`src/rtl/dice_game_ctrl.sv`:
```
// rtl/dice_game_ctrl.sv - two-player dice turn controller: debounce, roll, capture, score, winner
// Optional feature macro: DICE_BONUS_SIX_EN (a non-winning 6 grants an extra turn)
module dice_game_ctrl #(
    parameter int DEBOUNCE_CYC = 4,
    parameter int SCORE_W      = 6,
    parameter int TARGET       = 30
) (
    input  logic               clk,
    input  logic               rst,
    input  logic               button,
    input  logic [2:0]         throw,
    output logic               roll_en,
    output logic               player,
    output logic               result_valid,
    output logic [2:0]         result,
    output logic               throw_err,
    output logic [SCORE_W-1:0] score0,
    output logic [SCORE_W-1:0] score1,
    output logic               game_over,
    output logic               winner
);

    localparam int CNT_W = $clog2(DEBOUNCE_CYC + 1);
    localparam logic [CNT_W-1:0] DB_LAST = CNT_W'(DEBOUNCE_CYC - 1);

    typedef enum logic [2:0] {
        IDLE     = 3'd0,
        PRESS_DB = 3'd1,
        ROLLING  = 3'd2,
        CAPTURE  = 3'd3,
        SCORE    = 3'd4,
        DONE     = 3'd5
    } state_t;

    state_t             state, state_nxt;
    logic [CNT_W-1:0]   cnt, cnt_nxt;
    logic               btn_meta, btn_sync;
    logic [2:0]         cap;
    logic [SCORE_W-1:0] cur_score, new_score;
    logic               face_ok, win, keep_turn;

    assign face_ok   = (cap != 3'd0) && (cap != 3'd7);
    assign cur_score = player ? score1 : score0;
    assign new_score = cur_score + SCORE_W'(cap);
    assign win       = (new_score >= SCORE_W'(TARGET));

`ifdef DICE_BONUS_SIX_EN
    assign keep_turn = (cap == 3'd6);
`else
    assign keep_turn = 1'b0;
`endif

    always_ff @(posedge clk) begin
        if (rst) begin
            state <= IDLE;
            cnt   <= '0;
        end else begin
            state <= state_nxt;
            cnt   <= cnt_nxt;
        end
    end

    // cnt counts stable pressed cycles in PRESS_DB and stable released cycles in ROLLING
    always_comb begin
        state_nxt = state;
        cnt_nxt   = cnt;
        roll_en   = 1'b0;
        case (state)
            IDLE: begin
                if (btn_sync) begin
                    if (DEBOUNCE_CYC <= 1) begin
                        state_nxt = ROLLING;
                        cnt_nxt   = '0;
                    end else begin
                        state_nxt = PRESS_DB;
                        cnt_nxt   = CNT_W'(1);
                    end
                end
            end
            PRESS_DB: begin
                if (!btn_sync) begin
                    state_nxt = IDLE;
                    cnt_nxt   = '0;
                end else if (cnt >= DB_LAST) begin
                    state_nxt = ROLLING;
                    cnt_nxt   = '0;
                end else begin
                    cnt_nxt = cnt + 1'b1;
                end
            end
            ROLLING: begin
                roll_en = 1'b1;
                if (btn_sync) begin
                    cnt_nxt = '0;
                end else if (cnt >= DB_LAST) begin
                    state_nxt = CAPTURE;
                    cnt_nxt   = '0;
                end else begin
                    cnt_nxt = cnt + 1'b1;
                end
            end
            CAPTURE: state_nxt = SCORE;
            SCORE: begin
                if (face_ok && win) state_nxt = DONE;
                else                state_nxt = IDLE;
            end
            DONE:    state_nxt = DONE;
            default: state_nxt = IDLE;
        endcase
    end

    // Synchroniser flops are reset too, so a button held across rst re-qualifies from IDLE
    always_ff @(posedge clk) begin
        if (rst) begin
            btn_meta     <= 1'b0;
            btn_sync     <= 1'b0;
            cap          <= 3'd0;
            result       <= 3'd0;
            result_valid <= 1'b0;
            throw_err    <= 1'b0;
            score0       <= '0;
            score1       <= '0;
            player       <= 1'b0;
            game_over    <= 1'b0;
            winner       <= 1'b0;
        end else begin
            btn_meta     <= button;
            btn_sync     <= btn_meta;
            result_valid <= 1'b0;
            throw_err    <= 1'b0;
            if (state == CAPTURE) cap <= throw;
            if (state == SCORE) begin
                if (face_ok) begin
                    result       <= cap;
                    result_valid <= 1'b1;
                    if (player) score1 <= new_score;
                    else        score0 <= new_score;
                    if (win) begin
                        winner    <= player;
                        game_over <= 1'b1;
                    end else if (!keep_turn) begin
                        player <= ~player;
                    end
                end else begin
                    throw_err <= 1'b1;
                end
            end
        end
    end

endmodule

```
`config.mk`:
```
export PLATFORM = sky130hd
export DESIGN_NAME = dice_game_ctrl
export DESIGN_NICKNAME = d
export VERILOG_FILES = /design/src/rtl/dice_game_ctrl.sv
export SDC_FILE = /design/constraint.sdc
export NUM_CORES = 1
export LEC_CHECK = 0
export ABC_AREA = 1
export ABC_CLOCK_PERIOD_IN_PS = 6400
export BUFFER_PORTS_ARGS = -buffer_cell sky130_fd_sc_hd__buf_2
export CELL_PAD_IN_SITES_DETAIL_PLACEMENT = 0
export CELL_PAD_IN_SITES_GLOBAL_PLACEMENT = 1
export CORE_MARGIN = 5
export CORE_UTILIZATION = 40
export CTS_CLUSTER_DIAMETER = 100
export DETAILED_ROUTE_END_ITERATION = 8
export HOLD_SLACK_MARGIN = 0.05
export PLACE_DENSITY = 0.79
export SETUP_SLACK_MARGIN = 0.5
export SLEW_MARGIN = 15
export SYNTH_ARGS = -nofsm -noshare
export SYNTH_HDL_FRONTEND = slang
export SYNTH_SLANG_ARGS = --single-unit
```
`constraint.sdc`:
```
create_clock -name clk -period 6.4 [get_ports clk]
set_input_delay 0.64 -clock clk [delete_from_list [all_inputs] [get_ports clk]]
set_output_delay 0.64 -clock clk [all_outputs]
set_load 0.01 [all_outputs]
```
==> impl_metrics.csv, run 1 <==
group,metric,value,unit
floorplan,io_pins,27,
yosys,ys_seq_area_share,39.6,%
critical_path,critical_path.cell_chain,"o21ai_0, ha_1, fa_1, xor2_1, nand2_1, nor2_2, nand2_2, nand2_4, nand2_4, nand3_2, nand2_2, a21oi_2",
critical_path,required,6.62,ns
power,p_leak,0.869,nW
yosys,syn_area_per_cell,7.43,um^2
yosys,yosys.area.top_type,"dfxtp_1",
timing,rsz0062_at_grt,"false",
yosys,synth-edff-count,0,
floorplan,die-area,5270,um^2
yosys,yosys_most_used_dff,"dfxtp_1",
critical_path,crit_slowest_cell,"dfxtp_1",
yosys,yosysWarnings,0,
yosys,synth_area_leaders,"dfxtp_1 (40%), nand2_1 (9.1%), nor2_1 (6.5%)",
place,numPortBuffers,26,
yosys,ys_seq_elements,31,
clock_network,cts_made_buffers,5,
timing,drv_slew,0,
yosys,yosys-top-cells-count,"nand2_1 (38), dfxtp_1 (31), nor2_1 (27)",
clock_network,clkTransAtPathRegs,0.07,ns
yosys,synth_nets,223,
yosys,synth_async_sr_flop_share,0,%
clock_network,cts_hold_buf,0,
place,hpwl,2.45,mm
yosys,yosysUniqueCellTypes,30,
timing,setup_violations,0,
floorplan,die_w,72.6,um
cells_and_area,area_growth_syn_to_layout,15.5,%
min_path,hold_class,"reg -> reg",
critical_path,max_stage_delay,0.66,ns
cells_and_area,n_antenna_cell,0,
cells_and_area,nFillCells,400,
critical_path,cp_top_family,"flip-flops",
outcome,status,"completed",
floorplan,fp-row-count,22,
timing,max_freq,0.409,GHz
global_route,grt-ovfl-total,0,
critical_path,cp_max_fo,14,
global_route,track_usage,13.6,%
cells_and_area,nNetsFinal,251,
critical_path,path_buf_inv,0,
yosys,synth_top_area_share,39.6,%
global_route,grt_pass1_wl,5.64,mm
timing,period_share,38.2,%
drt,ant_nets,0,
drt,wirelength,3.33,mm
drt,drtIter0Drc,55,
drt,wl_per_cell,11.6,um
floorplan,die_h,72.6,um
clock_network,cts.repair.resized,0,
clock_network,post_cts_buffers,0,
timing,period_needed,2.44,ns
timing,slew_headroom,63.9,%
critical_path,arrival,2.66,ns
cells_and_area,finish.utilization,48.7,%
timing,fin_setup_tns,0,ns
drt,via_count,1356,
global_route,grt_start_max_net_pins,18,
run,cap_violations,0,
cells_and_area,drive_above_1_share,23.3,%
cells_and_area,multi_input_area,811,um^2
global_route,grt_pass1_vias,1322,
timing,clock_skew,0.00784,ns
clock_network,clk_latency,0.28,ns
clock_network,clk_path_buf_depth,2,
drt,first_pass_iters,4,
drt,avgViaCountPerCell,4.71,
critical_path,worst_setup_path_start_kind,"flip-flop",
critical_path,path_class,"reg -> reg",
yosys,synthMostInstantiatedCell,"nand2_1",
drt,drc_errors,0,
clock_network,cts-root-buf,"clkbuf_8",
global_route,antenna_found_initial,0,
place,gp_congestion,0.824,
clock_network,cts.htree.levels,2,
clock_network,numClockSinks,31,
yosys,syn_inst,211,
clock_network,cts_tree,"yes",
yosys,syn_area,1570,um^2
cells_and_area,ff_latch_area,621,um^2
timing,worst_pin_slew,0.541,ns
timing,final-hold-violation-count,0,
power,power.density,197,nW/um^2
critical_path,cp-end-kind,"flip-flop",
power,vdd_drop_max,0.102,mV
floorplan,start_util,42.2,%
floorplan,core,3720,um^2
-- routing by layer --
metal  vias up  routed length [um]  global-route usage, %  part of all wire (%)
met1       575                1680                   17.5                    50
met3         8                 189                   3.99                   5.7
met2        29                1390                   21.0                    42
met4         0                  69                   5.53                   2.1
li1        744                   -                      -                     -
met5         -                   0                      0                     0
-- logic make-up after synthesis --
family	Yosys count	synth area share, %
and+or+nand+nor	96	30.1
AOI/OAI and AO/OA	44	15.8
buffers and inverters	33	8.70
DFF	31	39.6
adders and majority gates	6	5.27
xor gates and xnor gates	1	0.559
-- placed cells by master (no fill, tap or decap), drive strengths merged --
cell type / synthesis / layout
or2: 1 / 1
xor2: 1 / 1
clkbuf: 2 / 7
a21oi: 19 / 19
nand4: 3 / 3
inv: 28 / 28
fa: 1 / 1
nor4: 1 / 1
nor2: 31 / 31
o211ai: 1 / 1
clkinv: 0 / 1
ha: 5 / 5
buf: 3 / 26
o21ai: 21 / 21
nand3: 12 / 12
nand2: 48 / 48
a31oi: 2 / 2
a211oi: 1 / 1
dfxtp: 31 / 31
-- through the flow --
| stage | instance area [um^2] | hold slack (ns) | worst slack [ns] | power [mW] | std cells |
|---|---|---|---|---|---|
| 3_5_place_dp | 1730 | 0.398 | 4.01 | 0.214 | 280 |
| 5_1_grt | 1810 | 0.441 | 3.79 | 0.372 | 288 |
| 6_report | 1810 | 0.403 | 3.96 | 0.356 | 288 |
| 3_3_place_gp | 1730 | 0.391 | 4.09 | 0.214 | 280 |
| 2_1_floorplan | 1570 | 0.388 | 4.23 | 0.211 | 211 |
| 4_1_cts | 1810 | 0.408 | 3.97 | 0.360 | 288 |
-- final timing paths --
check	start	to	slack, ns	depth (start not counted)
max	player$_SDFFE_PP0P_	state[0]$_SDFFE_PP0P_	3.96	12
min	btn_meta$_SDFF_PP0_	btn_sync$_SDFF_PP0_	0.40	2
max reg2reg	player$_SDFFE_PP0P_	state[0]$_SDFFE_PP0P_	3.96	12
min reg2reg	btn_meta$_SDFF_PP0_	btn_sync$_SDFF_PP0_	0.40	2
-- report_power, final --
| group | total [mW] | internal [mW] | switching (mW) | leakage, nW |
|---|---|---|---|---|
| clock | 0.147 | 0.0761 | 0.0705 | 0.0422 |
| sequential | 0.196 | 0.195 | 0.00149 | 0.250 |
| combinational | 0.0135 | 0.00491 | 0.00863 | 0.577 |
| total | 0.356 | 0.276 | 0.0806 | 0.869 |
-- layout make-up --
class	count	area share (%)
multi-input cells	147	44.8
flip-flops and latches	31	34.3
repair buffers	26	7.19
inverters	28	5.94
clock buffers	7	4.22
well taps	48	3.32
clock inverters	1	0.276
-- worst register-to-register path, stage by stage (launching register included) --
cell and delay [ns]:
dfxtp_1 0.66, o21ai_0 0.20, ha_1 0.24, fa_1 0.40, xor2_1 0.24, nand2_1 0.10, nor2_2 0.12, nand2_2 0.07
nand2_4 0.07, nand2_4 0.06, nand3_2 0.07, nand2_2 0.05, a21oi_2 0.10
-- state kept, by name, summed over array words and instances, names as in the netlist --
signal        flops
state             3
score0            6
player            1
cap               3
btn_sync          1
score1            6
cnt               3
winner            1
game_over         1
btn_meta          1
result            3
result_valid      1
throw_err         1
Note: power is estimated with default switching activity, not from simulation.
==> run 2: changes to the inputs <==
- ABC_CLOCK_PERIOD_IN_PS: 6400 -> 2200
- CORE_UTILIZATION: 40 -> 36
- PLACE_DENSITY: 0.79 -> 0.75
- clock period: 6.4 -> 2.2 ns (I/O delays scaled with it)
==> run 2 against run 1 <==
Combinational power increased to 3.0 times the previous value. Flip-flop and latch count unchanged. Largest cell class unchanged. Clock-buffer cell count down 1. Total power grew to 3.3 times the previous value. Setup slack worse by 3.7 ns. Via count rose by 5.5%.
==> impl_metrics.csv, run 2 (synthesis results as in run 1) <==
group,metric,value,unit
outcome,status,"completed",
drt,wirelength,3.73,mm
place,hpwl,2.63,mm
timing,max_freq,0.508,GHz
critical_path,arrival,2.19,ns
min_path,min_path_cells,3,
global_route,grt_pass1_wl,6.24,mm
min_path,hold_class,"in -> reg",
cells_and_area,finish.instance_area,2010,um^2
timing,slew_headroom,71.8,%
critical_path,r2r_slack,0.23,ns
timing,final-hold-violation-count,0,
min_path,min_to,"btn_meta$_SDFF_PP0_",
drt,ant_nets,0,
power,power,1.19,mW
clock_network,cts.htree.levels,2,
cells_and_area,finish.utilization,46.9,%
timing,rsz0062_at_grt,"true",
place,numPortBuffers,26,
power,vdd_drop_max,0.312,mV
critical_path,cp-end-kind,"flip-flop",
floorplan,die_h,76.0,um
place,gp_congestion,0.765,
critical_path,path_class,"reg -> reg",
critical_path,ff2ff_path_depth,13,
power,switching_share,20.7,%
power,p_int,946,uW
timing,clock_skew,0.00527,ns
power,clockPowerShare,48.8,%
floorplan,die_w,76.0,um
global_route,track_usage,13.2,%
cells_and_area,final_common_cell,"nand2_1",
timing,final.setup.worst_slack,0.232,ns
critical_path,r2r-end,"state[0]$_SDFFE_PP0P_",
power,p_sw,246,uW
clock_network,cts_tree,"yes",
floorplan,core,4290,um^2
critical_path,worstSetupStartpoint,"player$_SDFFE_PP0P_",
power,combPwrFrac,3.4,%
floorplan,die-area,5770,um^2
critical_path,required,2.42,ns
global_route,grt_pass1_vias,1362,
run,cap_violations,0,
power,power.share.sequential,47.8,%
timing,period_needed,1.97,ns
floorplan,fp-row-count,24,
drt,wl_per_cell,12.3,um
timing,fin_setup_tns,0,ns
timing,worst_pin_slew,0.422,ns
cells_and_area,area_growth_syn_to_layout,28.5,%
place,pre_cts_slack,0.189,ns
clock_network,cts_made_buffers,5,
timing,drv_slew,0,
timing,period_share,89.5,%
clock_network,clkTransAtPathRegs,0.07,ns
clock_network,clk_path_buf_depth,2,
power,p_leak,0.952,nW
cells_and_area,nNetsFinal,263,
place,dpl_cell_area,1740,um^2
drt,via_count,1430,
floorplan,io_pins,27,
critical_path,r2r_start,"player$_SDFFE_PP0P_",
clock_network,numClockSinks,31,
cells_and_area,n_antenna_cell,0,
drt,drtIter0Drc,34,
floorplan,start_util,36.5,%
critical_path,worst_setup_path_start_kind,"flip-flop",
timing,setup_violations,0,
drt,avgViaCountPerCell,4.70,
power,power.density,592,nW/um^2
cells_and_area,drive_above_1_share,34.9,%
min_path,min_from,"button",
clock_network,clk_latency,0.28,ns
critical_path,cp_max_fo,7,
clock_network,cts-root-buf,"clkbuf_8",
cells_and_area,final_cell_mix,"nand2_1 (34), dfxtp_1 (29), nor2_1 (26), buf_2 (26), inv_1 (25)",
cells_and_area,reg.largest.list,"score0: 6 flops, score1: 6 flops",
drt,first_pass_iters,4,
global_route,grt-ovfl-total,0,
global_route,grt_start_max_net_pins,18,
global_route,antenna_found_initial,0,
drt,drc_errors,0,
run 2: worst max-delay path: stages (launching register included):
cell and delay [ns]:
dfxtp_4 0.37, nand2_2 0.06, o21ai_2 0.06, ha_2 0.19, fa_2 0.39, xor2_2 0.18, nand2_1 0.09, nor2_2 0.12
nand2_2 0.09, nand2_4 0.08, nand2_4 0.06, nand3_2 0.06, nand2_2 0.05, a21oi_2 0.10
run 2: timing repair:
action | in CTS | in global routing
gates resized for setup | 5 | 15
hold buffers | 0 | 0
setup endpoints to repair | 15 | 17
setup buffers | 5 | 7
pin swaps | 10 | 8
run 2: cell type report:
cell class              count  area (um^2)
clock inverters             2         35.0
well taps                  52         65.1
clock buffers               6         82.6
multi-input cells         147          878
flip-flops and latches     31          626
fillers                   450         2280
repair buffers             38          220
inverters                  28          108
run 2: metal layers:
layer / share of wire, % / vias up / routed length [um] / GRT usage, %
li1: - / 762 / - / -
met1: 48 / 637 / 1790 / 16.4
met2: 45 / 25 / 1690 / 20.5
met3: 5.0 / 6 / 187 / 4.73
met4: 1.8 / 0 / 68 / 5.34
met5: 0 / - / 0 / 0
run 2: through the flow:
step	hold slack [ns]	cells
after floorplan	0.327	211
after CTS	0.129	297
final	0.134	304
after global placement	0.395	284
after detailed placement	0.399	284
after global routing	0.136	304
run 2: power by group through the flow:
| stage | combinational, mW | clock, mW | sequential (mW) |
|---|---|---|---|
| after floorplan | 0.0303 | 0 | 0.581 |
| after global placement | 0.0406 | 0 | 0.582 |
| after detailed placement | 0.0406 | 0 | 0.582 |
| after CTS | 0.0408 | 0.593 | 0.570 |
| after global routing | 0.0478 | 0.620 | 0.570 |
| final | 0.0407 | 0.581 | 0.570 |
run 2: worst max-delay path by stage:
stage | slack, ns | cells after the start | endpoint
after global placement | 0.24 | 12 | state[0]$_SDFFE_PP0P_
after floorplan | 0.23 | 14 | state[0]$_SDFFE_PP0P_
after detailed placement | 0.19 | 12 | state[0]$_SDFFE_PP0P_
after CTS | 0.28 | 13 | state[0]$_SDFFE_PP0P_
after global routing | 0.14 | 13 | state[0]$_SDFFE_PP0P_
final | 0.23 | 13 | state[0]$_SDFFE_PP0P_
==> run 3: changes to the inputs <==
- ABC_AREA: 1 -> not set
- BUFFER_PORTS_ARGS: -buffer_cell sky130_fd_sc_hd__buf_2 -> not set
- CORE_UTILIZATION: 36 -> 40
- DONT_BUFFER_PORTS: not set -> 1
- PLACE_DENSITY: 0.75 -> 0.71
==> run 3 against run 2 <==
The flow now finishes with violations (negative setup slack). Maximum frequency shrank 16%. Sequential share of layout area shrank 1.9 points. Setup slack lost 0.38 ns. Register-to-register slack lost 0.38 ns. Die area shrank 1.8%. Clock skew is essentially flat.
==> impl_metrics.csv, run 3 <==
group,metric,value,unit
power,power,1.05,mW
min_path,min_to,"btn_meta$_SDFF_PP0_",
outcome,status,"finished with violations",
clock_network,cts_tree,"yes",
yosys,syn_area,1710,um^2
floorplan,core,4060,um^2
critical_path,max_stage_delay,0.37,ns
timing,worst_pin_slew,1.15,ns
timing,clock_skew,0.00523,ns
clock_network,cts.htree.levels,2,
timing,final-hold-violation-count,0,
floorplan,io_pins,27,
floorplan,die_h,75.3,um
cells_and_area,finish.instance_area,2160,um^2
yosys,yosysWarnings,0,
global_route,grt-ovfl-total,0,
timing,period_needed,2.35,ns
drt,wirelength,4.17,mm
yosys,synth_async_sr_flop_share,0,%
yosys,yosys-top-cells-count,"dfxtp_1 (31), nor2_1 (25), nand2_1 (11)",
cells_and_area,nNetsFinal,230,
timing,max_freq,0.426,GHz
min_path,hold_class,"in -> reg",
yosys,synth_area_leaders,"dfxtp_1 (36%), nor2_1 (5.5%), mux2i_1 (5.3%)",
critical_path,cp_top_family,"multiplexers",
yosys,synthMostInstantiatedCell,"dfxtp_1",
cells_and_area,area_growth_syn_to_layout,26.6,%
power,p_leak,0.883,nW
timing,final.setup.worst_slack,-0.146,ns
min_path,min_from,"button",
global_route,grt_pass1_vias,1518,
critical_path,path_buf_inv,0,
cells_and_area,final_common_cell,"dfxtp_1",
global_route,grt_pass1_wl,6.82,mm
drt,via_count,1485,
critical_path,ff2ff_path_depth,8,
clock_network,numClockSinks,31,
critical_path,cp_max_fo,4,
cells_and_area,drive_above_1_share,30.1,%
yosys,yosys.area.top_type,"dfxtp_1",
place,numPortBuffers,0,
clock_network,clk_latency,0.28,ns
place,dpl_cell_area,1940,um^2
timing,drv_slew,0,
place,gp_congestion,0.831,
critical_path,cp-end-kind,"flip-flop",
yosys,ys_seq_elements,31,
critical_path,crit_slowest_cell,"dfxtp_4",
timing,fin_setup_tns,-0.336,ns
cells_and_area,reg.largest.list,"score0: 6 flops, score1: 6 flops",
yosys,synth-edff-count,0,
critical_path,arrival,2.51,ns
cells_and_area,n_antenna_cell,0,
min_path,min_path_cells,1,
timing,setup_violations,5,
drt,ant_nets,0,
floorplan,start_util,42.0,%
critical_path,r2r-end,"player$_SDFFE_PP0P_",
critical_path,path_class,"reg -> reg",
timing,period_share,107,%
clock_network,clk_path_buf_depth,2,
yosys,synth_top_area_share,36.4,%
clock_network,clkTransAtPathRegs,0.07,ns
drt,wl_per_cell,15.5,um
place,hpwl,2.94,mm
critical_path,r2r_start,"player$_SDFFE_PP0P_",
run,cap_violations,0,
critical_path,worst_setup_path_start_kind,"flip-flop",
floorplan,fp-row-count,23,
floorplan,die_w,75.3,um
drt,drtIter0Drc,42,
timing,whs,0.0640,ns
yosys,ys_seq_area_share,36.4,%
critical_path,r2r_slack,-0.15,ns
drt,drc_errors,0,
floorplan,die-area,5670,um^2
cells_and_area,final_cells,269,
yosys,syn_area_per_cell,8.93,um^2
drt,first_pass_iters,4,
outcome,violations,"negative setup slack",
critical_path,required,2.37,ns
critical_path,critical_path.cell_chain,"mux2_4, ha_4, fa_2, xor2_1, and2_4, a211o_1, a31oi_1, mux2_1",
power,power.density,484,nW/um^2
yosys,yosys_most_used_dff,"dfxtp_1",
yosys,yosysUniqueCellTypes,46,
timing,rsz0062_at_grt,"true",
global_route,grt_start_max_net_pins,30,
cells_and_area,final_cell_mix,"dfxtp_1 (28), nor2_1 (25), buf_4 (23), inv_1 (10)",
global_route,track_usage,15.7,%
yosys,synth_nets,203,
timing,slew_headroom,23.2,%
clock_network,cts_made_buffers,5,
power,vdd_drop_max,0.240,mV
drt,avgViaCountPerCell,5.52,
clock_network,cts-root-buf,"clkbuf_8",
yosys,syn_inst,191,
place,place_inst,255,
global_route,antenna_found_initial,0,
## run 3: cell count changes after synthesis, sizes merged, moves of 6 or more
cell,before,now
nand2,48,11
inv,28,10
o21ai,21,4
a21oi,19,9
mux2i,0,9
nor3,0,8
xor2,1,9
mux2,0,7
nor2,31,25
## run 3: cell families (layout without fill, tap and decap cells)
kind of cell               after synthesis  in the layout  synth area share (%)
adders and majority gates                7              7                  5.43
AOI/OAI and AO/OA                       40             40                  17.2
muxes                                   16             16                  9.90
and+or+nand+nor                         67             67                  20.8
xor gates and xnor gates                 9              9                  4.62
buffers and inverters                   21             49                  5.65
DFF                                     31             31                  36.4
## run 3: layout make-up
cell class                      instances  area, um^2
Clock buffer                            7        76.3
Clock inverter                          1        5.00
Fill cell                             371        1900
Inverter                               10        37.5
Multi-Input combinational cell        139        1090
Sequential cell                        31         629
Tap cell                               50        62.6
Timing Repair Buffer                   31         262
## run 3: metrics by stage
stage / setup WS, ns / util [%]
after floorplan: -0.400 / -
after global placement: -0.156 / 47.9
after detailed placement: -0.181 / 47.9
after CTS: -0.140 / 52.2
after global routing: -0.228 / 53.2
final: -0.146 / 53.2
## run 3: repair_timing
item,CTS,global route
pin swaps,9,3
resized for setup,10,12
hold endpoints to repair,29,0
hold buffers,1,0
endpoints found under the setup margin,16,21
setup buffers,5,0
## run 3: worst max-delay path by stage
stage | from | to | slack (ns) | cells past startpoint
after global placement | player$_SDFFE_PP0P_ | player$_SDFFE_PP0P_ | -0.16 | 8
after global routing | player$_SDFFE_PP0P_ | player$_SDFFE_PP0P_ | -0.23 | 8
after CTS | player$_SDFFE_PP0P_ | player$_SDFFE_PP0P_ | -0.14 | 8
after floorplan | player$_SDFFE_PP0P_ | player$_SDFFE_PP0P_ | -0.40 | 10
final | player$_SDFFE_PP0P_ | player$_SDFFE_PP0P_ | -0.15 | 8
after detailed placement | player$_SDFFE_PP0P_ | player$_SDFFE_PP0P_ | -0.18 | 8
## run 3: power by group
part	switching, mW	internal (mW)
Combinational	0.0262	0.0203
Clock	0.202	0.221
Sequential	0.00867	0.567
Total	0.236	0.809
## run 3: metal layers
| metal | track usage [%] | wire length [um] | up-vias | part of all wire [%] |
|---|---|---|---|---|
| li1 | - | - | 731 | - |
| met4 | 7.96 | 91 | 0 | 2.2 |
| met5 | 0 | 0 | - | 0 |
| met3 | 5.01 | 206 | 11 | 4.9 |
| met1 | 18.3 | 1790 | 713 | 43 |
| met2 | 26.0 | 2080 | 30 | 50 |
